### src/rtl/pipeline_stall_ctrl_pkg.sv
// Shared types for the pipeline stall/flush controller.
// hz_state_t tracks whether any cache request is still outstanding.
package types;

  typedef enum logic {
    RUN  = 1'b0,
    WAIT = 1'b1
  } hz_state_t;

  localparam int unsigned NUM_PERF = 4;

endpackage

### src/rtl/pipeline_stall_ctrl_sat_counter32.sv
// 32-bit event counter that sticks at all-ones instead of wrapping.
module sat_counter32 (
  input  logic        clk,
  input  logic        rst,
  input  logic        inc,
  output logic [31:0] count
);

  logic [31:0] count_q, count_d;

  always_comb begin
    count_d = count_q;
    if (inc && (count_q != 32'hFFFF_FFFF)) begin
      count_d = count_q + 32'd1;
    end
  end

  always_ff @(posedge clk) begin
    if (rst) begin
      count_q <= 32'd0;
    end else begin
      count_q <= count_d;
    end
  end

  assign count = count_q;

endmodule

### src/rtl/pipeline_stall_ctrl.sv
// Load-enable/flush generator: freezes the pipeline until all cache requests respond.
// Define PIPE_PERF_EN to build the four saturating performance counters.
module pipeline_stall_ctrl
  import types::*;
(
  input  logic        clk,
  input  logic        rst,
  input  logic        imem_read,
  input  logic        imem_resp,
  input  logic        dmem_read,
  input  logic        dmem_write,
  input  logic        dmem_resp,
  input  logic        br_redirect,
  output logic        imem_read_gated,
  output logic        dmem_read_gated,
  output logic        dmem_write_gated,
  output logic        pc_ld,
  output logic        ifid_ld,
  output logic        idex_ld,
  output logic        exmem_ld,
  output logic        memwb_ld,
  output logic        ifid_flush,
  output logic        idex_flush,
  output logic [31:0] stall_cycles,
  output logic [31:0] istall_cycles,
  output logic [31:0] dstall_cycles,
  output logic [31:0] flush_count
);

  hz_state_t state_q, state_d;
  logic      i_done_q, i_done_d;
  logic      d_done_q, d_done_d;
  logic      redirect_pend_q, redirect_pend_d;
  logic      i_done_eff, d_done_eff;
  logic      i_ok, d_ok, advance, flush;

  // Done flags can only be set while stalled, so qualifying them with WAIT is free.
  assign i_done_eff = i_done_q && (state_q == WAIT);
  assign d_done_eff = d_done_q && (state_q == WAIT);

  assign i_ok    = !imem_read || imem_resp || i_done_eff;
  assign d_ok    = !(dmem_read || dmem_write) || dmem_resp || d_done_eff;
  assign advance = i_ok && d_ok;
  assign flush   = advance && (br_redirect || redirect_pend_q);

  always_comb begin
    state_d          = state_q;
    i_done_d         = i_done_q;
    d_done_d         = d_done_q;
    redirect_pend_d  = redirect_pend_q;
    pc_ld            = 1'b0;
    ifid_ld          = 1'b0;
    idex_ld          = 1'b0;
    exmem_ld         = 1'b0;
    memwb_ld         = 1'b0;
    ifid_flush       = 1'b1;
    idex_flush       = 1'b1;
    imem_read_gated  = 1'b0;
    dmem_read_gated  = 1'b0;
    dmem_write_gated = 1'b0;

    if (advance) begin
      state_d         = RUN;
      i_done_d        = 1'b0;
      d_done_d        = 1'b0;
      redirect_pend_d = 1'b0;
    end else begin
      state_d         = WAIT;
      i_done_d        = i_done_q || imem_resp;
      d_done_d        = d_done_q || dmem_resp;
      redirect_pend_d = redirect_pend_q || br_redirect;
    end

    if (!rst) begin
      pc_ld            = advance;
      ifid_ld          = advance;
      idex_ld          = advance;
      exmem_ld         = advance;
      memwb_ld         = advance;
      ifid_flush       = flush;
      idex_flush       = flush;
      imem_read_gated  = imem_read && !i_done_eff;
      dmem_read_gated  = dmem_read && !d_done_eff;
      dmem_write_gated = dmem_write && !d_done_eff;
    end
  end

  always_ff @(posedge clk) begin
    if (rst) begin
      state_q         <= RUN;
      i_done_q        <= 1'b0;
      d_done_q        <= 1'b0;
      redirect_pend_q <= 1'b0;
    end else begin
      state_q         <= state_d;
      i_done_q        <= i_done_d;
      d_done_q        <= d_done_d;
      redirect_pend_q <= redirect_pend_d;
    end
  end

`ifdef PIPE_PERF_EN
  logic [NUM_PERF-1:0] perf_inc;
  logic [31:0]         perf_cnt [NUM_PERF];

  assign perf_inc = {flush, !d_ok, !i_ok, !advance};

  genvar gi;
  generate
    for (gi = 0; gi < NUM_PERF; gi++) begin : g_perf
      sat_counter32 u_cnt (
        .clk   (clk),
        .rst   (rst),
        .inc   (perf_inc[gi]),
        .count (perf_cnt[gi])
      );
    end
  endgenerate

  assign stall_cycles  = perf_cnt[0];
  assign istall_cycles = perf_cnt[1];
  assign dstall_cycles = perf_cnt[2];
  assign flush_count   = perf_cnt[3];
`else
  assign stall_cycles  = 32'h0;
  assign istall_cycles = 32'h0;
  assign dstall_cycles = 32'h0;
  assign flush_count   = 32'h0;
`endif

endmodule

### config.mk
export PLATFORM = sky130hd
export DESIGN_NAME = pipeline_stall_ctrl
export DESIGN_NICKNAME = d
export VERILOG_FILES = /design/src/rtl/pipeline_stall_ctrl_pkg.sv /design/src/rtl/pipeline_stall_ctrl_sat_counter32.sv /design/src/rtl/pipeline_stall_ctrl.sv
export SDC_FILE = /design/constraint.sdc
export NUM_CORES = 1
export LEC_CHECK = 0
export BUFFER_PORTS_ARGS = -buffer_cell sky130_fd_sc_hd__buf_2
export CAP_MARGIN = 20
export CORE_ASPECT_RATIO = 1.75
export CORE_MARGIN = 5
export CORE_UTILIZATION = 33
export CTS_CLUSTER_SIZE = 20
export DETAILED_ROUTE_END_ITERATION = 10
export PLACE_DENSITY = 0.92
export REMOVE_ABC_BUFFERS = 1
export SKIP_LAST_GASP = 1
export SYNTH_ARGS = -nofsm -noshare
export SYNTH_HDL_FRONTEND = slang
export SYNTH_SLANG_ARGS = --single-unit
### constraint.sdc
create_clock -name clk -period 1.7 [get_ports clk]
set_input_delay 0.34 -clock clk [delete_from_list [all_inputs] [get_ports clk]]
set_output_delay 0.34 -clock clk [all_outputs]
set_load 0.05 [all_outputs]
## After elaboration in Yosys (flattened, before gate mapping)

Cells that the tools add are included.

- Flip-flop bits (word level): 4
- Bits of input ports: 8
- Output and inout port bits: 138
- Word-level logic and storage cells: 30

- Muxes and demuxes: 6
- Reductions and logical operators: 20

Operator list:

| operator | number |
|---|---|
| $logic_or 1x1->1 | 8 |
| $logic_and 1x1->1 | 7 |
| $mux 1 | 6 |
| $logic_not 1->1 | 4 |
| $reduce_or 2->1 | 1 |

## Depth between registers and ports, before layout

Gate-level depths: netlist of run 1.

- Depth after elaboration: 7
- Mapped depth: 4
- Gate-level depth less buffers: 3

## Worst setup path before layout of run 1

OpenSTA, ideal clock, no wires.

- Kind: input to output
- Start: input port imem_read
- End: output port idex_ld
- Arrival: 1.894 ns
- Required time: 1.360 ns
- Setup slack: -0.534 ns
- Cell stages on the path: 4
- Path buffers: 1
- Cells stage by stage: a21bo_1 o22a_4 nor2b_1 buf_4

- Cells in the longest elaborated chain, start to end: 5

RTL lines:

| element | RTL line | source |
|---|---|---|
| start: declaration | pipeline_stall_ctrl.sv:8 | `input logic imem_read,` |
| $logic_not 1->1 | pipeline_stall_ctrl.sv:41 | `assign i_ok = !imem_read \|\| imem_resp \|\| i_done_eff;` |
| $logic_or 1x1->1 (2 in a row) | pipeline_stall_ctrl.sv:41 |  |
| $logic_and 1x1->1 | pipeline_stall_ctrl.sv:43 | `assign advance = i_ok && d_ok;` |
| $mux 1 | -- |  |
| end: declaration | pipeline_stall_ctrl.sv:19 | `output logic idex_ld,` |

Every way passes these cells.

## Final worst setup path of run 1

- Start: register state_q
- End: output port idex_flush

- Cells in the longest elaborated chain, start to end: 5
- Elaborated cells on any way between the ends: 7
- Classes of those cells: 1 x mux; 6 x reduce/logical

RTL lines:

| element | RTL line | source |
|---|---|---|
| start: declaration | pipeline_stall_ctrl.sv:30 | `hz_state_t state_q, state_d;` |
| start signal: assignment | pipeline_stall_ctrl.sv:95 | `state_q <= state_d;` |
| $logic_and 1x1->1 (on tied branches) | pipeline_stall_ctrl.sv:38, pipeline_stall_ctrl.sv:39 |  |
| $logic_or 1x1->1 (on tied branches) | pipeline_stall_ctrl.sv:41, pipeline_stall_ctrl.sv:42 |  |
| $logic_and 1x1->1 (*) | pipeline_stall_ctrl.sv:43 |  |
| $logic_and 1x1->1 (*) | pipeline_stall_ctrl.sv:44 | `assign flush = advance && (br_redirect \|\| redirect_pend_q);` |
| $mux 1 (*) | pipeline_stall_ctrl.sv:74 | `if (!rst) begin` |
| end: declaration | pipeline_stall_ctrl.sv:23 | `output logic idex_flush,` |

Mark *: on every way between the ends. The rest lies on a longest branch, timed or not.

==> results.md, run 1 <==
* Total grt overflow at 0
* Largest family of logic cells by synthesized area: buffers and inverters
* Gpl congestion at 0.6871
* Mux share of post-synthesis cell area at 0%
* Setup crit end: idex_flush
* Crit share post-route at 100.2%
* Max Slew Vio Count at 0
* First-pass GRT wire length at 2.235 mm
* Synth Cell Area at 1201 µm²
* Register area share after synthesis at 6.667%
* Largest cells by area after synthesis: buf_4 83%, dfxtp_1 6.7%, nor3_2 1.7%, nor2_1 1.6%, o22a_4 1.5%
* Die height at 89.81 µm
* Nets at 181
* Fraction of layout cells with a size suffix above 1 at 16.96%
* Post-synthesis adder-cell area fraction at 0%
* Num CTS Buffers at 3
* Clk sinks at 4
* Clock skew at 0.007322 ns
* Post-DP HPWL at 1.589 mm
* Clk slew on worst S/H paths at 0.03 ns
* Area Overhead vs Synth at -20.63%
* Top-count cell post-synth: buf_4
* Worst slack at placement at -0.09036 ns
* DRC at 0
* Final worst slack at -0.003065 ns
* Tmin final at 1.703 ns
* Vias in the first global route at 524
* FF-to-FF Start: state_q
* Reg2Reg Setup Slack at 0.60 ns
* CP Launch Point: state_q
* Fmax at 587.2 MHz
* Final hold vios at 0
* Startpoint Class: flop
* CTS Buffer Depth at 2
* Hold Crit Class: primary input to flop
* Total global-route track usage at 5.589%
* PortBufs at 17
* Biggest area consumer among synthesized cells: buf_4
* Drt wl/cell at 8.207 µm
* Unrepaired setup endpoints after global routing: yes
* DRT antenna net count at 0
* Routed vias/inst at 2.811
* Placed Cells at 212
* Element type at the critical path end: primary output
* Worst vdd ir at 0.4466 mV
* Initial antenna violation count at 0
* Synth Area in Compound Gates at 4.063%
* End of the worst register-to-register path: i_done_q
* Core Area at 3592 µm²
* Drt first pass iters at 1
* Clock root buffer: clkbuf_8
* Unique masters post-synth at 15
* Initial core utilization at 33.44%
* CP required at 1.36 ns
* Syn Inst Count at 156
* Non-Filler Instances at 217
* Syn avg cell area at 7.700 µm²
* CP max FO at 5
* DR vias at 610
* Cell Rows at 29
* Number of synthesized flops with an enable pin at 0
* Most used DFF post-synth: dfxtp_1
* Worst EP arrival at 1.36 ns
* Crit path kind: flop to primary output
* TritonCTS clock tree: yes
* Max Cap Viol at 0
* Count of final setup violators at 2
* Diode count at 0
* Synth Warn # at 0
* Pwr dens at 1131 nW/µm²
* Total power at 1.079 mW
* WL final at 1.781 mm
* Post-Synth Simple-Gate Area at 5.208%
* Yosys reg bits at 4
* Initial DRC count at 0
* Synth Area in XOR/XNOR at 0%
* Die area at 4994 µm²
* Maximum number of pins on one net before global-route repair at 9
* Failing checks: setup timing
* Commonest cells in the netlist: 133 x buf_4, 5 x nor2_1, 4 x dfxtp_1
* Status: finished, violations left
* Top-area cell type share of the netlist area at 83.13%
* Die width at 55.61 µm
* H-tree depth at 1
* # IOs at 146
* P_leak at 0.6248 nW
* Reg2reg path depth at 4
* Clk_lat worst skew at 0.22 ns
* Asr flop ratio synth at 0%
[what timing repair did]
item	CTS	global route
hold buffers	0	0
gates resized for setup	12	12
pin swaps	1	3
setup buffers	0	2
endpoints found under the setup margin	7	7
[flip-flops by register name, summed over array words and instances (netlist names)]
name             flops
redirect_pend_q      1
i_done_q             1
state_q              1
d_done_q             1
[report_power, final]
| group | switching (mW) | internal [mW] |
|---|---|---|
| Clock | 0.0492 | 0.151 |
| Combinational | 0.715 | 0.0582 |
| Sequential | 0.00435 | 0.101 |
| Total | 0.768 | 0.311 |
[layout by cell type (no fill, tap or decap)]
master | Yosys | routed
nor2b_4 | 0 | 1
nor3_2 | 2 | 2
buf_8 | 0 | 5
buf_2 | 0 | 10
conb_1 | 1 | 128
and2_1 | 2 | 2
buf_4 | 133 | 2
a21bo_1 | 1 | 1
buf_6 | 0 | 2
o2bb2ai_2 | 0 | 1
a21oi_1 | 1 | 1
dfxtp_1 | 4 | 2
a21o_1 | 1 | 1
inv_1 | 1 | 1
dfxtp_2 | 0 | 2
o22a_4 | 1 | 1
nor3_1 | 1 | 1
nor2_1 | 5 | 5
clkbuf_8 | 0 | 3
[metrics by stage]
stage               hold slack, ns  setup TNS (ns)  cell area [µm²]  util, %
global route                0.4388         -0.4764            953.4    26.54
finish                      0.4031       -0.006029            953.4    26.54
CTS                         0.4010               0            895.9    24.94
floorplan                   0.4097          -13.11            675.6        -
global placement            0.4862         -0.2420            818.3    22.78
detailed placement          0.5001         -0.4326            818.3    22.78
[final cells by class]
type                    count  area [µm²]
clock buffers               3       41.29
multi-input cells         144       605.6
inverters                   1       3.754
fillers                   395        2639
repair buffers             19       162.7
well taps                  46       57.56
flip-flops and latches      4       82.58
[how the worst min path moves through the flow]
| stage | depth (start not counted) | end | startpoint |
|---|---|---|---|
| finish | 3 | d_done_q | dmem_resp |
| CTS | 3 | d_done_q | dmem_resp |
| floorplan | 1 | d_done_q | rst |
| global route | 3 | d_done_q | dmem_resp |
| detailed placement | 2 | i_done_q | i_done_q |
| global placement | 2 | i_done_q | i_done_q |
[metal layers]
metal	global-route usage (%)	wire [µm]	vias up
met1	5.004	439	244
met5	0	0	-
met4	3.043	21	0
met3	3.438	596	2
met2	9.486	723	118
li1	-	-	246
[kinds of logic after synthesis]
logic type,after synthesis
compound gates,5
buf+inv,135
flops,4
other cells,1
simple gates,11
[worst max-delay path: stages, from the launching register on]
cell and delay, ns:
dfxtp_2 0.32, a21bo_1 0.21, o22a_4 0.24, a21o_1 0.22, buf_6 0.16
Note: power is estimated with default switching activity, not from simulation.
==> run 2, diff against run 1 <==
--- a/config.mk
+++ b/config.mk
@@ -5,10 +5,10 @@
 export SDC_FILE = /design/constraint.sdc
 export NUM_CORES = 1
 export LEC_CHECK = 0
-export BUFFER_PORTS_ARGS = -buffer_cell sky130_fd_sc_hd__buf_2
+export BUFFER_PORTS_ARGS = -buffer_cell sky130_fd_sc_hd__clkbuf_2
 export CAP_MARGIN = 20
 export CORE_ASPECT_RATIO = 1.75
-export CORE_MARGIN = 5
+export CORE_MARGIN = 3
 export CORE_UTILIZATION = 33
 export CTS_CLUSTER_SIZE = 20
 export DETAILED_ROUTE_END_ITERATION = 10
==> results.md, run 2 (same netlist as run 1, synthesis figures left out) <==
* PortBufs at 17 (unchanged)
* TritonCTS clock tree: yes
* CP max FO at 5 (unchanged)
* Hold EP: d_done_q
* CP peak stage delay at 0.30 ns (-0.02 ns)
* Total grt overflow at 0 (unchanged)
* Gpl congestion at 0.6300 (-8.3%)
* Startpoint Class: flop
* Die height at 85.81 µm (-4.5%)
* Sequential Power Share at 9.6% (-0.2 points)
* Area Overhead vs Synth at -17.19%
* Worst slack at placement at -0.03001 ns (+0.06034 ns)
* Slowest cell on crit path: dfxtp_1
* H-tree depth at 1 (unchanged)
* Sw Share at 70.21% (-0.99 points)
* Non-Filler Instances at 216 (-0.46%)
* Count of final setup violators at 5 (+3)
* Unrepaired setup endpoints after global routing: yes
* Number of buffers and inverters on the critical path at 2 (+1)
* Fmax at 570.6 MHz (-2.8%)
* Element type at the critical path end: primary output
* Crit-path cells: a21bo_1 > o22a_4 > nor2b_1 > buf_4 > clkbuf_16
* Num CTS Buffers at 3 (unchanged)
* Worst Hold Depth at 3 (unchanged)
* Delay-heaviest family, CP: compound AO/OA/AOI/OAI gates
* Die area at 4428 µm² (-11%)
* CP required at 1.36 ns (about the same)
* P_leak at 0.6411 nW (+2.6%)
* Reg2Reg Setup Slack at 0.63 ns (+0.03 ns)
* Drt wl/cell at 6.745 µm (-18%)
* Final Util at 28.97% (+2.4 points)
* Clock root buffer: clkbuf_8
* Total global-route track usage at 5.276% (-0.31 points)
* Post-DP HPWL at 1.353 mm (-15%)
* DRC at 0 (unchanged)
* Clk_lat worst skew at 0.22 ns (about the same)
* Hold Crit Class: primary input to flop
* # IOs at 146 (unchanged)
* DRT antenna net count at 0 (unchanged)
* Worst EP arrival at 1.41 ns (+0.05 ns)
* WL final at 1.457 mm (-18%)
* Final hold vios at 0 (unchanged)
* Max Slew Vio Count at 0 (unchanged)
* Maximum number of pins on one net before global-route repair at 9 (unchanged)
* Placed Cells at 213 (+0.47%)
* Crit path kind: flop to primary output
* Most frequent cells in the layout: 128 x conb_1, 10 x clkbuf_2, 5 x nor2_1, 5 x clkbuf_16
* Worst vdd ir at 0.4500 mV (+0.76%)
* Hold path startpoint: dmem_resp
* Final worst slack at -0.05264 ns (-0.04957 ns)
* Reg2reg path depth at 4 (unchanged)
* Failing checks: setup timing
* Crit share post-route at 103.1% (+2.9 points)
* Combinational Power Share at 71.9% (+0.3 points)
* First-pass GRT wire length at 1.600 mm (-28%)
* Tmin final at 1.753 ns (+0.04957 ns)
* Pwr dens at 1095 nW/µm² (-3.2%)
* Fraction of layout cells with a size suffix above 1 at 15.20% (-1.8 points)
* Switching pwr at 764.7 µW (-0.44%)
* Die width at 51.61 µm (-7.2%)
* Pint at 324.5 µW (+4.5%)
* Cell Rows at 28 (-3.4%)
* Post-CTS Setup Bufs at 0 (unchanged)
* Routed vias/inst at 2.773 (-1.3%)
* Max Cap Viol at 0 (unchanged)
* Nets at 181 (unchanged)
* Clk network pwr share at 18.5% (about the same)
* Vias in the first global route at 373 (-29%)
* Clk slew on worst S/H paths at 0.03 ns (about the same)
* Core Area at 3433 µm² (-4.4%)
* Clk sinks at 4 (unchanged)
* CTS Buffer Depth at 2 (unchanged)
* Initial antenna violation count at 0 (unchanged)
* End of the worst register-to-register path: i_done_q
* Status: finished, violations left
* Clock skew at 0.003734 ns (-0.003587 ns)
* Initial core utilization at 34.99% (+1.5 points)
* Drt first pass iters at 2 (+1)
* FF-to-FF Start: i_done_q
* Initial DRC count at 3 (+3)
* DR vias at 599 (-1.8%)
* Diode count at 0 (unchanged)
* Commonest non-fill, non-tap cell in the layout: conb_1
==> run 2: cell types whose count changed in the layout (fill, tap and decap cells not counted), sizes merged <==
cell and delta:
clkbuf +15, buf -15
==> run 2: tightest hold or removal path: cells and delay by family <==
kind / cells / cell delay [ns]
AND/OR/NAND/NOR: 2 / 0.13
buffers and inverters: 1 / 0.10
==> run 2: timing repair <==
item	CTS	global route
hold buffers	0	0
gates resized for setup	20	2
setup endpoints to repair	7	7
pin swaps	2	1
==> run 2: cell type report <==
cell class	count	area, µm²
Clock buffer	3	41.29
Sequential cell	4	81.33
Tap cell	45	56.30
Inverter	1	3.754
Multi-Input combinational cell	144	591.8
Fill cell	373	2439
Timing Repair Buffer	19	220.2
==> run 2: stage by stage <==
stage	TNS, ns	hold WS, ns	cell area, µm²	power, mW
3_3_place_gp	0	0.4773	832.0	0.8342
6_report	-0.2606	0.4035	994.7	1.089
4_1_cts	-0.4106	0.3996	992.2	1.093
3_5_place_dp	-0.1306	0.5088	832.0	0.8378
2_1_floorplan	-13.11	0.4097	675.6	0.7999
5_1_grt	-0.6450	0.4435	994.7	1.135
==> run 2: layer usage <==
metal | wire (µm) | vias up | track usage, % | part of all wire, %
met1 | 300 | 232 | 3.379 | 21
met2 | 608 | 118 | 9.049 | 42
met5 | 0 | - | 0 | 0
met3 | 522 | 4 | 4.174 | 36
met4 | 25 | 0 | 4.296 | 1.7
li1 | - | 245 | - | -
==> run 2: power by group through the flow <==
| stage | Combinational (mW) | Sequential (mW) | Clock (mW) |
|---|---|---|---|
| after floorplan | 0.695 | 0.105 | 0 |
| after global placement | 0.729 | 0.105 | 0 |
| after detailed placement | 0.732 | 0.105 | 0 |
| after CTS | 0.773 | 0.105 | 0.215 |
| after global routing | 0.807 | 0.105 | 0.223 |
| final | 0.783 | 0.105 | 0.201 |
==> run 2: how the worst max path moves through the flow <==
stage | start | to | slack, ns | cells past startpoint
2_1_floorplan | imem_read | exmem_ld | -2.62 | 3
3_3_place_gp | imem_read | pc_ld | 0.01 | 6
3_5_place_dp | imem_read | ifid_ld | -0.03 | 6
4_1_cts | state_q | ifid_ld | -0.08 | 5
5_1_grt | i_done_q | ifid_ld | -0.12 | 5
6_report | i_done_q | ifid_ld | -0.05 | 5
==> run 3, diff against run 2 <==
--- a/config.mk
+++ b/config.mk
@@ -14,6 +14,7 @@
 export DETAILED_ROUTE_END_ITERATION = 10
 export PLACE_DENSITY = 0.92
 export REMOVE_ABC_BUFFERS = 1
+export SETUP_SLACK_MARGIN = 0.2
 export SKIP_LAST_GASP = 1
 export SYNTH_ARGS = -nofsm -noshare
 export SYNTH_HDL_FRONTEND = slang
==> results.md, run 3 (same netlist as run 1, synthesis figures left out) <==
* Initial antenna violation count at 0 (unchanged)
* Nets at 182 (+0.55%)
* Status: finished, violations left
* Die width at 51.61 µm (unchanged)
* Total global-route track usage at 5.453% (+0.18 points)
* Clk_lat worst skew at 0.22 ns (about the same)
* Clk sinks at 4 (unchanged)
* Count of final setup violators at 5 (unchanged)
* Routed vias/inst at 2.788 (+0.54%)
* Vias in the first global route at 383 (+2.7%)
* WL final at 1.499 mm (+2.9%)
* Worst EP arrival at 1.41 ns (about the same)
* Crit path kind: flop to primary output
* CP required at 1.36 ns (about the same)
* H-tree depth at 1 (unchanged)
* Drt first pass iters at 2 (unchanged)
* Crit share post-route at 102.7% (-0.40 points)
* Drt wl/cell at 6.908 µm (+2.4%)
* Hold path startpoint: dmem_resp
* Switching pwr at 768.7 µW (+0.52%)
* Most frequent cells in the layout: 128 x conb_1, 8 x clkbuf_2, 5 x nor2_1, 5 x clkbuf_16
* Initial DRC count at 2 (-1)
* DR vias at 605 (+1.0%)
* Final hold vios at 0 (unchanged)
* Failing checks: setup timing
* Num CTS Buffers at 3 (unchanged)
* Element type at the critical path end: primary output
* Tmin final at 1.746 ns (-0.006828 ns)
* Fin Hold WS at 0.4006 ns (-0.002905 ns)
* Unrepaired setup endpoints after global routing: yes
* Clk slew on worst S/H paths at 0.03 ns (about the same)
* Initial core utilization at 34.99% (unchanged)
* DRC at 0 (unchanged)
* Combinational Power Share at 71.8% (about the same)
* Hold Crit Class: primary input to flop
* # IOs at 146 (unchanged)
* Die area at 4428 µm² (unchanged)
* Pint at 327.3 µW (+0.87%)
* Diode count at 0 (unchanged)
* Pwr dens at 1094 nW/µm² (-0.13%)
* CTS Buffer Depth at 2 (unchanged)
* Gpl congestion at 0.6300 (unchanged)
* Final instance area at 1002 µm² (+0.75%)
* FF-to-FF Start: i_done_q
* Sw Share at 70.13% (-0.071 points)
* Post-DP HPWL at 1.353 mm (unchanged)
* Clk network pwr share at 18.7% (+0.2 points)
* Clock skew at 0.001131 ns (-0.002603 ns)
* P_leak at 0.6467 nW (+0.87%)
* Startpoint Class: flop
* Total grt overflow at 0 (unchanged)
* First-pass GRT wire length at 1.656 mm (+3.5%)
* TritonCTS clock tree: yes
* Fraction of layout cells with a size suffix above 1 at 15.70% (+0.49 points)
* CP max FO at 5 (unchanged)
* Hold-fix buffer count after cts at 0 (unchanged)
* Clock root buffer: clkbuf_8
* Total power at 1.096 mW (+0.63%)
* Placed Cells at 213 (unchanged)
* Area Overhead vs Synth at -16.56%
* Fmax at 572.8 MHz (+0.39%)
* DRT antenna net count at 0 (unchanged)
* Core Area at 3433 µm² (unchanged)
* PortBufs at 17 (unchanged)
* Max Slew Vio Count at 0 (unchanged)
* Fillers at 377 (+1.1%)
* Cell Rows at 28 (unchanged)
* Non-Filler Instances at 217 (+0.46%)
* Sequential Power Share at 9.5% (about the same)
* Die height at 85.81 µm (unchanged)
* Max Cap Viol at 0 (unchanged)
* Final worst slack at -0.04581 ns (+0.006828 ns)
* Setup_tns at -0.2265 ns (+0.03414 ns)
* CP Launch Point: i_done_q
* Post-placement cell area at 832.0 µm² (unchanged)
* Worst vdd ir at 0.4739 mV (+5.3%)
* Maximum number of pins on one net before global-route repair at 9 (unchanged)
* Commonest non-fill, non-tap cell in the layout: conb_1
## run 3: cell count changes in the layout (fill, tap and decap cells not counted)
| cell | previous run | this run |
|---|---|---|
| buf_4 | 2 | 3 |
| buf_2 | 0 | 2 |
| clkbuf_2 | 10 | 8 |
## run 3: power by group through the flow
stage | Clock, mW | Combinational, mW | Sequential (mW)
after CTS | 0.215 | 0.777 | 0.105
after global placement | 0 | 0.729 | 0.105
final | 0.205 | 0.787 | 0.104
after floorplan | 0 | 0.695 | 0.105
after global routing | 0.226 | 0.811 | 0.105
after detailed placement | 0 | 0.732 | 0.105
## run 3: final timing paths
check | end | slack [ns] | depth (start not counted)
min reg2reg | redirect_pend_q | 0.51 | 2
max | ifid_ld | -0.05 | 5
min | d_done_q | 0.40 | 3
max reg2reg | i_done_q | 0.51 | 5
## run 3: worst max-delay path: stages (launching register included)
cell,delay (ns)
dfxtp_1,0.30
a21bo_1,0.21
o22a_4,0.20
nor2b_1,0.12
buf_4,0.18
clkbuf_16,0.18
## run 3: area by class of cell
class	count	area, µm²	area share [%]
clock buffer	3	41.29	4.120
inverter	1	3.754	0.3745
tap	45	56.30	5.618
timing repair buffer	20	227.7	22.72
sequential	4	81.33	8.115
multi-input combinational	144	591.8	59.05
## run 3: metal layers
| metal | GRT usage, % | vias up | wire length [µm] |
|---|---|---|---|
| met5 | 0 | - | 0 |
| met4 | 4.296 | 0 | 25 |
| met3 | 4.174 | 4 | 523 |
| met2 | 9.281 | 118 | 618 |
| met1 | 3.704 | 235 | 332 |
| li1 | - | 248 | - |
## run 3: timing repair
| item | 4_1_cts | 5_1_grt |
|---|---|---|
| setup buffers | 1 | 0 |
| endpoints found under the setup margin | 7 | 9 |
| gates resized for setup | 20 | 4 |
| pin swaps | 3 | 2 |
## run 3: per-stage QoR
stage	setup slack [ns]	utilization, %
finish	-0.04581	29.19
global route	-0.1099	29.19
global placement	0.01395	24.23
floorplan	-2.618	-
CTS	-0.07573	29.12
detailed placement	-0.03001	24.23
